`src/rtl/gost89_pkg.sv`:
```
// Shared types and key schedule for the GOST 28147-89 block engine.
package gost89_pkg;

    localparam int NUM_ROUNDS = 32;

    typedef logic [63:0]  block_t;
    typedef logic [31:0]  half_t;
    typedef logic [255:0] key_t;
    typedef logic [511:0] sbox_t;

    typedef enum logic [1:0] {IDLE, RUN, DONE} state_e;
    typedef enum logic {ENC, DEC} mode_e;
    typedef enum logic {ECB, CBC} chain_e;

    // Encrypt walks K0..K7 three times then K7..K0; decrypt is the mirror image.
    function automatic logic [2:0] key_index(input logic [4:0] round, input mode_e mode);
        logic rev;
        rev = (mode == ENC) ? (round >= 5'd24) : (round >= 5'd8);
        return rev ? ~round[2:0] : round[2:0];
    endfunction

    // K0 sits in the top word of the key bus.
    function automatic half_t key_word(input key_t key, input logic [2:0] idx);
        return key[255 - 32*int'(idx) -: 32];
    endfunction

endpackage

```
`src/rtl/gost89_block_engine_if.sv`:
```
// Block input/output handshake bundle for the GOST engine.
interface gost89_block_engine_if;
    logic        in_valid;
    logic        in_ready;
    logic [63:0] in_data;
    logic        mode;
    logic        chain_mode;
    logic        out_valid;
    logic        out_ready;
    logic [63:0] out_data;

    modport master (output in_valid, in_data, mode, chain_mode, out_ready,
                    input  in_ready, out_valid, out_data);
    modport slave  (input  in_valid, in_data, mode, chain_mode, out_ready,
                    output in_ready, out_valid, out_data);
endinterface

```
`src/rtl/gost89_round.sv`:
```
// One combinational GOST Feistel round: add key, S-box, rotate 11, xor, swap.
module gost89_round
    import gost89_pkg::*;
(
    input  sbox_t sbox,
    input  half_t rkey,
    input  half_t n1_i,
    input  half_t n2_i,
    output half_t n1_o,
    output half_t n2_o
);
    half_t      sum;
    half_t      sub;
    logic [3:0] nib;

    assign sum = n1_i + rkey;

    // Row j (top 64 bits = row 0) substitutes nibble j; entry 0 is the row's top nibble.
    always_comb begin
        sub = '0;
        nib = '0;
        for (int j = 0; j < 8; j++) begin
            nib = sum[4*j +: 4];
            sub[4*j +: 4] = sbox[511 - 64*j - 4*int'(nib) -: 4];
        end
    end

    assign n1_o = n2_i ^ {sub[20:0], sub[31:21]};
    assign n2_o = n1_i;
endmodule

```
`src/rtl/gost89_block_engine.sv`:
```
// GOST 28147-89 ECB/CBC engine, ROUNDS_PER_CYCLE rounds per clock with valid/ready on both sides.
module gost89_block_engine
    import gost89_pkg::*;
#(
    parameter int ROUNDS_PER_CYCLE = 1,
    parameter bit CBC_EN           = 1'b1
) (
    input  logic   clk,
    input  logic   reset,
    input  sbox_t  sbox,
    input  key_t   key,
    input  block_t iv,
    input  logic   iv_load,
    output logic   busy,
    gost89_block_engine_if.slave bus
);
    if (ROUNDS_PER_CYCLE != 1 && ROUNDS_PER_CYCLE != 2 &&
        ROUNDS_PER_CYCLE != 4 && ROUNDS_PER_CYCLE != 8) begin : g_bad_rpc
        $error("ROUNDS_PER_CYCLE must be 1, 2, 4 or 8");
    end

    localparam logic [4:0] R5       = 5'(ROUNDS_PER_CYCLE);
    localparam logic [4:0] LAST_CNT = 5'(NUM_ROUNDS - ROUNDS_PER_CYCLE);

    state_e     state_q, state_d;
    logic [4:0] cnt_q, cnt_d;
    logic       last_q, last_d;
    half_t      n1_q, n1_d, n2_q, n2_d;
    block_t     hold_q, hold_d, chain_q, chain_d, out_data_q, out_data_d;
    mode_e      mode_q, mode_d;
    chain_e     cmode_q, cmode_d;
    logic       out_valid_q, out_valid_d, busy_q, busy_d;
    logic       accept, out_fire, iv_ld, cbc;
    block_t     chain_eff, result, blk_in;
    half_t      n1_fin, n2_fin;

    for (genvar r = 0; r < ROUNDS_PER_CYCLE; r++) begin : g_rnd
        half_t n1_i, n2_i, n1_o, n2_o;
        if (r == 0) begin : g_first
            assign n1_i = n1_q;
            assign n2_i = n2_q;
        end else begin : g_next
            assign n1_i = g_rnd[r-1].n1_o;
            assign n2_i = g_rnd[r-1].n2_o;
        end
        gost89_round u_round (
            .sbox (sbox),
            .rkey (key_word(key, key_index(cnt_q + 5'(r), mode_q))),
            .n1_i (n1_i),
            .n2_i (n2_i),
            .n1_o (n1_o),
            .n2_o (n2_o)
        );
    end
    assign n1_fin = g_rnd[ROUNDS_PER_CYCLE-1].n1_o;
    assign n2_fin = g_rnd[ROUNDS_PER_CYCLE-1].n2_o;

    assign bus.in_ready  = reset && ((state_q == IDLE) || (state_q == DONE && bus.out_ready));
    assign bus.out_valid = out_valid_q;
    assign bus.out_data  = out_data_q;
    assign busy          = busy_q;

    always_comb begin
        cbc       = CBC_EN && (cmode_q == CBC);
        accept    = bus.in_valid && bus.in_ready;
        out_fire  = out_valid_q && bus.out_ready;
        iv_ld     = CBC_EN && iv_load && ((state_q == IDLE) || (state_q == DONE && out_fire));
        chain_eff = iv_ld ? iv : chain_q;
        // Rounds end with the halves swapped once too often; undo it here.
        result    = {n2_q, n1_q};
        blk_in    = bus.in_data;

        state_d     = state_q;
        cnt_d       = cnt_q;
        last_d      = last_q;
        n1_d        = n1_q;
        n2_d        = n2_q;
        hold_d      = hold_q;
        chain_d     = chain_eff;
        out_data_d  = out_data_q;
        out_valid_d = out_valid_q;
        mode_d      = mode_q;
        cmode_d     = cmode_q;

        case (state_q)
            RUN: begin
                if (!last_q) begin
                    n1_d   = n1_fin;
                    n2_d   = n2_fin;
                    cnt_d  = cnt_q + R5;
                    last_d = (cnt_q == LAST_CNT);
                end else begin
                    last_d      = 1'b0;
                    state_d     = DONE;
                    out_valid_d = 1'b1;
                    out_data_d  = (cbc && mode_q == DEC) ? (result ^ chain_q) : result;
                    if (cbc) chain_d = (mode_q == ENC) ? result : hold_q;
                end
            end
            DONE: begin
                if (out_fire) begin
                    out_valid_d = 1'b0;
                    state_d     = IDLE;
                end
            end
            default: ;
        endcase

        if (accept) begin
            mode_d  = mode_e'(bus.mode);
            cmode_d = chain_e'(bus.chain_mode);
            hold_d  = bus.in_data;
            if (CBC_EN && bus.chain_mode && !bus.mode) blk_in = bus.in_data ^ chain_eff;
            n1_d    = blk_in[63:32];
            n2_d    = blk_in[31:0];
            cnt_d   = '0;
            last_d  = 1'b0;
            state_d = RUN;
        end

        busy_d = (state_d != IDLE);
    end

    always_ff @(posedge clk or negedge reset) begin
        if (!reset) begin
            state_q     <= IDLE;
            cnt_q       <= '0;
            last_q      <= 1'b0;
            n1_q        <= '0;
            n2_q        <= '0;
            hold_q      <= '0;
            out_data_q  <= '0;
            out_valid_q <= 1'b0;
            busy_q      <= 1'b0;
            mode_q      <= ENC;
            cmode_q     <= ECB;
        end else begin
            state_q     <= state_d;
            cnt_q       <= cnt_d;
            last_q      <= last_d;
            n1_q        <= n1_d;
            n2_q        <= n2_d;
            hold_q      <= hold_d;
            out_data_q  <= out_data_d;
            out_valid_q <= out_valid_d;
            busy_q      <= busy_d;
            mode_q      <= mode_d;
            cmode_q     <= cmode_d;
        end
    end

    if (CBC_EN) begin : g_chain
        always_ff @(posedge clk or negedge reset) begin
            if (!reset) chain_q <= '0;
            else        chain_q <= chain_d;
        end
    end else begin : g_no_chain
        assign chain_q = '0;
    end
endmodule
```
`src/flat_wrapper.sv`:
```
// flat-port wrapper written by rule: the top's interface ports become plain ports
module gost89_block_engine_flat import gost89_pkg::*;
#(
    parameter int ROUNDS_PER_CYCLE = 1,
    parameter bit CBC_EN           = 1'b1
)
  (clk, reset, sbox, key, iv, iv_load, busy, bus_in_valid, bus_in_data, bus_mode, bus_chain_mode, bus_out_ready, bus_in_ready, bus_out_valid, bus_out_data);
  gost89_block_engine_if bus_i ();
  input  logic clk;
  input  logic reset;
  input  sbox_t sbox;
  input  key_t key;
  input  block_t iv;
  input  logic iv_load;
  output logic busy;
  input wire logic [$bits(bus_i.in_valid)-1:0] bus_in_valid;
  input wire logic [$bits(bus_i.in_data)-1:0] bus_in_data;
  input wire logic [$bits(bus_i.mode)-1:0] bus_mode;
  input wire logic [$bits(bus_i.chain_mode)-1:0] bus_chain_mode;
  input wire logic [$bits(bus_i.out_ready)-1:0] bus_out_ready;
  output wire logic [$bits(bus_i.in_ready)-1:0] bus_in_ready;
  output wire logic [$bits(bus_i.out_valid)-1:0] bus_out_valid;
  output wire logic [$bits(bus_i.out_data)-1:0] bus_out_data;
  assign bus_i.in_valid = bus_in_valid;
  assign bus_i.in_data = bus_in_data;
  assign bus_i.mode = bus_mode;
  assign bus_i.chain_mode = bus_chain_mode;
  assign bus_i.out_ready = bus_out_ready;
  assign bus_in_ready = bus_i.in_ready;
  assign bus_out_valid = bus_i.out_valid;
  assign bus_out_data = bus_i.out_data;
  gost89_block_engine #(.ROUNDS_PER_CYCLE(ROUNDS_PER_CYCLE), .CBC_EN(CBC_EN)) u_core (.clk(clk), .reset(reset), .sbox(sbox), .key(key), .iv(iv), .iv_load(iv_load), .busy(busy), .bus(bus_i));
endmodule
```
`config.mk`:
```
export PLATFORM = sky130hd
export DESIGN_NAME = gost89_block_engine_flat
export DESIGN_NICKNAME = d
export VERILOG_FILES = /design/src/rtl/gost89_pkg.sv /design/src/rtl/gost89_block_engine_if.sv /design/src/rtl/gost89_round.sv /design/src/rtl/gost89_block_engine.sv /design/src/flat_wrapper.sv
export SDC_FILE = /design/constraint.sdc
export NUM_CORES = 1
export LEC_CHECK = 0
export BUFFER_PORTS_ARGS = -buffer_cell sky130_fd_sc_hd__buf_2
export CAP_MARGIN = 40
export CORE_AREA = 5 5 375 377
export CTS_CLUSTER_DIAMETER = 80
export DETAILED_ROUTE_END_ITERATION = 8
export DIE_AREA = 0 0 380 382
export SYNTH_ARGS = -nofsm -noshare
export SYNTH_HDL_FRONTEND = slang
export SYNTH_HIERARCHICAL = 1
export SYNTH_SLANG_ARGS = --single-unit
```
`constraint.sdc`:
```
create_clock -name clk -period 16.2 [get_ports clk]
set_clock_uncertainty 0.05 [all_clocks]
set_input_delay 2.43 -clock clk [delete_from_list [all_inputs] [get_ports clk]]
set_output_delay 2.43 -clock clk [all_outputs]
set_load 0.02 [all_outputs]
```
==> results of run 1 <==
[registers in the layout (all words and copies together) (netlist names)]
| name | count |
|---|---|
| u_core/state_q | 2 |
| u_core/cnt_q | 5 |
| u_core/bus.out_data | 64 |
| u_core/cbc | 1 |
| u_core/busy | 1 |
| u_core/mode_q | 1 |
| u_core/hold_q | 64 |
| u_core/g_rnd.n1_i | 32 |
| u_core/chain_q | 64 |
| u_core/bus.out_valid | 1 |
| u_core/g_rnd.n2_i | 32 |
| u_core/last_q | 1 |
[worst max-delay path: cells and delay by family (launching register included)]
family | cells | cell delay [ps]
AO/OA/AOI/OAI | 9 | 2650
buffers and inverters | 4 | 1270
adder cells (fa/ha/maj) | 3 | 1180
flip-flops | 1 | 920
XOR/XNOR | 2 | 760
multiplexers | 2 | 730
AND/OR/NAND/NOR | 3 | 660
[cell usage after synthesis (3+ instances only)]
cell type	instances	area, um^2
buf_2	64	320
o22ai_1	67	419
a22oi_1	14	105
nand2_1	336	1260
and2_1	9	56.3
ha_1	37	463
o211a_1	66	661
buf_1	20	75.1
and3_1	7	43.8
xor2_1	98	858
a31o_2	3	26.3
dfrtp_1	268	6710
o2111ai_1	4	35.0
a211oi_1	139	1040
mux2i_1	403	4030
nor3b_1	34	255
nor4_1	72	450
a21oi_1	194	971
nor2b_1	103	644
buf_4	40	300
o21ba_2	64	641
o21ai_0	20	100
clkbuf_1	157	589
o21ai_1	4	20.0
a221oi_1	6	52.6
a221oi_2	30	450
or2_2	4	25.0
inv_1	25	93.8
nand4_1	69	432
nand2b_1	5	31.3
nor3_1	5	25.0
and4_1	75	657
mux4_2	116	2610
nand3_1	12	60.1
o211ai_1	40	300
buf_6	12	135
a21o_1	10	75.1
o221ai_1	32	280
nor2_1	164	616
xnor2_1	23	201
o21bai_1	17	128
[worst paths after layout]
check | to | cells after the start
setup / recovery | u_core/g_rnd[0].n1_i[5] | 23
hold / removal | u_core/hold_q[5] | 2
setup reg to reg | u_core/g_rnd[0].n1_i[5] | 23
hold reg to reg | u_core/hold_q[5] | 2
max in group asynchronous | u_core/chain_q[28] | 3
min in group asynchronous | u_core/bus.out_data[13] | 1
[logic make-up (layout without fill, tap and decap cells)]
logic type               Yosys count  after routing  synth area share
XOR/XNOR                         124            124            0.0414
other                              0             30                 0
adder cells (fa/ha/maj)           39             39            0.0185
AO/OA/AOI/OAI                    735            735             0.208
multiplexers                     523            523             0.251
flip-flops                       268            268             0.251
buffers and inverters            321           1132            0.0570
AND/OR/NAND/NOR                  903            903             0.173
[cell type report]
| class | count | area [um^2] | area share |
|---|---|---|---|
| clock buffer | 48 | 987 | 0.0284 |
| clock inverter | 12 | 188 | 0.00540 |
| antenna | 30 | 75.1 | 0.00216 |
| inverter | 28 | 105 | 0.00302 |
| timing repair buffer | 1044 | 5670 | 0.163 |
| sequential | 268 | 6720 | 0.193 |
| multi-input combinational | 2324 | 18800 | 0.540 |
| tap | 1794 | 2240 | 0.0646 |
[per-stage QoR]
| step | area (um^2) | hold WS, ps | std cells | setup WS [ps] | utilization |
|---|---|---|---|---|---|
| after global routing | 34700 | 441 | 5530 | 7350 | 0.254 |
| after detailed placement | 33500 | 414 | 5458 | 7900 | 0.245 |
| final | 34700 | 425 | 5548 | 7850 | 0.254 |
| after global placement | 33100 | 409 | 5432 | 7530 | 0.242 |
| after floorplan | 26800 | 398 | 2913 | 9330 | - |
| after CTS | 34700 | 428 | 5518 | 7860 | 0.253 |
[cell usage in the layout (no fill, tap or decap), types with 7 or more instances in the layout]
cell type,count
buf_2,968
mux2i_1,402
nand2_1,335
dfrtp_1,265
a21oi_1,194
nor2_1,164
a211oi_1,139
mux4_2,116
nor2b_1,102
xor2_1,94
and4_1,75
nor4_1,71
nand4_1,69
o22ai_1,67
o211a_1,66
o21ba_2,64
buf_4,57
o211ai_1,40
clkbuf_16,37
ha_1,37
nor3b_1,34
o221ai_1,32
diode_2,30
a221oi_2,30
inv_1,25
o21ai_0,19
o21bai_1,17
xnor2_1,15
a22oi_1,14
nand3_1,11
clkbuf_1,9
a21o_1,9
xnor2_2,8
buf_16,8
and2_1,7
and3_1,7
[layer usage]
metal | vias up | wire length [um] | global-route usage
met5 | - | 150 | 0
met4 | 22 | 3910 | 0.0413
met3 | 250 | 10200 | 0.0378
met2 | 1360 | 75900 | 0.356
met1 | 14000 | 61900 | 0.249
li1 | 12700 | - | -
==> run metrics, run 1 <==
worst slew pin tran=943 ps; Final min period=8350 ps; Starting DRT DRC Count=2186; Mapped Cells=2913; port buffer count=969; Worst setup SP type=flop; fraction of layout cells with a size suffix above 1=0.366; sequential area share after synthesis=0.251; Initial Utilization=0.196; WL/cell=27.4 um; CTS Buffer Depth=3; Arr. time, crit path=8760 ps; final global-route overflow total=0; final antenna-violating net count=0; fin crit share=0.515; synthesized flop and latch total=268; top_reg_cell synth=dfrtp_1; routed wire length=152000 um; TritonCTS clock tree=built; die width=380 um; Vias=28400; relative slew slack=0.371; vias in the first global route=27900; Crit. Startpoint=u_core/mode_q; WP data required=16610 ps; Via density=5.11; synth unique cells=76; r2r setup slk=7850 ps; Die Ht=382 um; GRT Overall Usage=0.199; worst hold path class=reg2reg; RSZ-0062 raised after global routing=no; Final nets=4643; Final Max Slew Viols=0; I/O pin cnt=970; first-pass GRT wire length=212000 um; kind of critical path=reg2reg; Setup-failing EPs final=0; ys async rst share=1.00; CP endpoint kind=flop; cts-stage hold buffer count=0; clk sinks=268; drt drc=0; most frequent CP cell=buf_4; pin count of the biggest net entering global routing=159; Clk Latency, worst-skew pair=550 ps; Avg Inst Size Synth=9.18 um^2; cells along the critical path=maj3_4 > buf_4 > mux2i_4 > buf_16 > o22ai_1 > a221oi_1 > ha_1 > inv_1 > fa_1 > nand2b_1 > a21oi_1 > o21ai_1 > a311oi_1 > or2_2 > xor2_2 > o211ai_1 > o21bai_1 > and4_1 > o2111ai_1 > buf_4 > xor2_1 > mux2i_1 > a211oi_1; setup TNS=0 ps; slowest CP cell=dfrtp_4; DR pass1 iterations=5; clk root buf=clkbuf_16; core area=137000 um^2; cts repair resizes=0; Final Wtd Congestion=0.983; maximum net fanout on the critical path=59; fillcell total=14900; Post-CTS Setup Inserts=0; initial antenna violation count=98; detailed placement HPWL=122000 um; Post-Syn Nets=3854; die area=145000 um^2; max cap viols=0; top achievable clock speed=120 MHz; Area Growth Syn to Fin=29.9%; number of flops mapped to enable cells by yosys=0; Hold Path Origin=u_core/hold_q[5]; Worst R2R Start=u_core/mode_q; status=completed; cts bufs inserted=36; CTS clock-pin slew for the worst setup and hold paths=60 ps; H-Tree Depth=2; FP Rows=136; Hold Vio Cnt, Final=0; synthesized cell area=26800 um^2; Slowest Stage Delay on Critical Path=920 ps; Synthesis Warnings=6
Power of run 1 is not shown: default switching activity piles up to over one toggle a cycle in this logic, so the estimate is an artifact.
==> run 2, diff against run 1 <==
==> constraint.sdc (replaced) <==
create_clock -name clk -period 7.6 [get_ports clk]
set_clock_uncertainty 0.05 [all_clocks]
set_input_delay 1.14 -clock clk [delete_from_list [all_inputs] [get_ports clk]]
set_output_delay 1.14 -clock clk [all_outputs]
set_load 0.02 [all_outputs]
==> run metrics, run 2 (synthesized netlist as in run 1, its figures left out) <==
status=completed; die area=145000 um^2 (unchanged); fin crit share=0.936 (+0.421); R2R depth=21 (-8.7%); core area=137000 um^2 (unchanged); WHS=385 ps (-39.6 ps); first-pass GRT wire length=217000 um (+2.5%); Final Wtd Congestion=0.971 (-1.2%); Vias=28400 (-0.042%); worst slew pin tran=934 ps (-8.71 ps); Area Growth Syn to Fin=29.9% (about the same); Setup-failing EPs final=0 (unchanged); fillcell total=14900 (+0.14%); FP Rows=136 (unchanged); vias in the first global route=28400 (+1.8%); DR pass1 iterations=6 (+1); CTS clock-pin slew for the worst setup and hold paths=60 ps (about the same); Metal-1 WL=64500 um (+4.2%); setup TNS=0 ps (unchanged); drt drc=0 (unchanged); multi-input logic area=18700 um^2 (-0.11%); CP endpoint kind=flop; Starting DRT DRC Count=2070 (-5.3%); post-layout instance area=34800 um^2 (about the same); kind of critical path=reg2reg; die width=380 um (unchanged); Worst setup SP type=flop; fraction of layout cells with a size suffix above 1=0.369 (+0.00292); FF+latch area=6720 um^2 (unchanged); Arr. time, crit path=7530 ps (-1230 ps); Post-CTS Setup Inserts=0 (unchanged); Hold Vio Cnt, Final=0 (unchanged); Final min period=7110 ps (-1230 ps); Clk Latency, worst-skew pair=560 ps (about the same); pin count of the biggest net entering global routing=126 (-21%); detailed placement HPWL=126000 um (+3.7%); port buffer count=969 (unchanged); relative slew slack=0.377 (+0.00581); commonest non-fill, non-tap cell in the layout=buf_2; TritonCTS clock tree=built; Final nets=4660 (+0.37%); Initial Utilization=0.196 (unchanged); routed wl met3=10200 um (-0.26%); GRT Overall Usage=0.204 (+0.00515); initial antenna violation count=105 (+7.1%); cts bufs inserted=37 (+2.8%); Post-DP Area=33500 um^2 (about the same); Die Ht=382 um (unchanged); WL/cell=28.0 um (+2.1%); final global-route overflow total=0 (unchanged); max cap viols=0 (unchanged); cts-stage hold buffer count=0 (unchanged); r2r setup slk=490 ps (-7370 ps); RSZ-0062 raised after global routing=no; Crit. Startpoint=u_core/mode_q; H-Tree Depth=2 (unchanged); met2 WL=76900 um (+1.4%); clk root buf=clkbuf_16; commonest cells after routing, fill and taps aside=buf_2, mux2i_1, nand2_1, dfrtp_1, a21oi_1; routed wire length=156000 um (+2.5%); CTS Buffer Depth=3 (unchanged); I/O pin cnt=970 (unchanged); WP data required=8010 ps (-8600 ps); top achievable clock speed=141 MHz (+17%); final antenna-violating net count=0 (unchanged); worst reg2reg endpoint=u_core/g_rnd[0].n1_i[7]; worst hold path class=in2async; cts repair resizes=0 (unchanged); Max Used Layer=met5; clk sinks=268 (unchanged); Via density=5.09 (-0.44%); Worst R2R Start=u_core/mode_q; Final Max Slew Viols=0 (unchanged); maximum net fanout on the critical path=34 (-42%)
-- run 2: cell count changes in the layout (fill, tap and decap cells not counted), sizes merged --
cell / previous run / this run
buf: 1044 / 1060
bufinv: 4 / 2
clkbuf: 48 / 51
clkinv: 4 / 8
clkinvlp: 1 / 2
-- run 2: per-layer routing --
metal	vias up	track usage
met5	-	0
met4	34	0.0503
met3	229	0.0402
met2	1294	0.358
met1	14000	0.258
li1	12800	-
-- run 2: final cells by class --
cell class	count	share of cell area
antenna	30	0.00216
clock buffer	51	0.0302
clock inverter	15	0.00450
inverter	28	0.00302
multi-input combinational	2324	0.539
sequential	268	0.193
tap	1794	0.0646
timing repair buffer	1060	0.163
-- run 2: how the worst max path moves through the flow --
stage,cells past startpoint,to,slack [ps]
after floorplan,18,u_core/g_rnd[0].n1_i[28],2020
after global placement,20,u_core/g_rnd[0].n1_i[7],500
after detailed placement,20,u_core/g_rnd[0].n1_i[7],450
after CTS,20,u_core/g_rnd[0].n1_i[7],440
after global routing,20,u_core/g_rnd[0].n1_i[7],110
final,21,u_core/g_rnd[0].n1_i[7],490
-- run 2: per-stage QoR --
stage,instances,util,setup slack (ps)
6_report,5570,0.254,485
4_1_cts,5540,0.253,440
5_1_grt,5561,0.254,108
2_1_floorplan,2913,-,2020
3_5_place_dp,5474,0.245,449
3_3_place_gp,5456,0.243,504
-- run 2: critical path: stages (launching register included) --
cell       delay [ps]
dfrtp_4           480
maj3_4            540
buf_4             270
nor2_4            340
buf_4             320
o22ai_1           140
a221oi_2          320
ha_1              190
a21o_1            130
nand4_1           170
a211oi_1          630
o2111ai_2         250
a31oi_2           330
o41ai_4           130
xnor2_2           570
buf_4             540
mux2i_1           430
a22oi_1           150
and4_1            230
nor4_1            380
mux2i_1           150
a211oi_1          250
Power of run 2 is left out for the same reason.
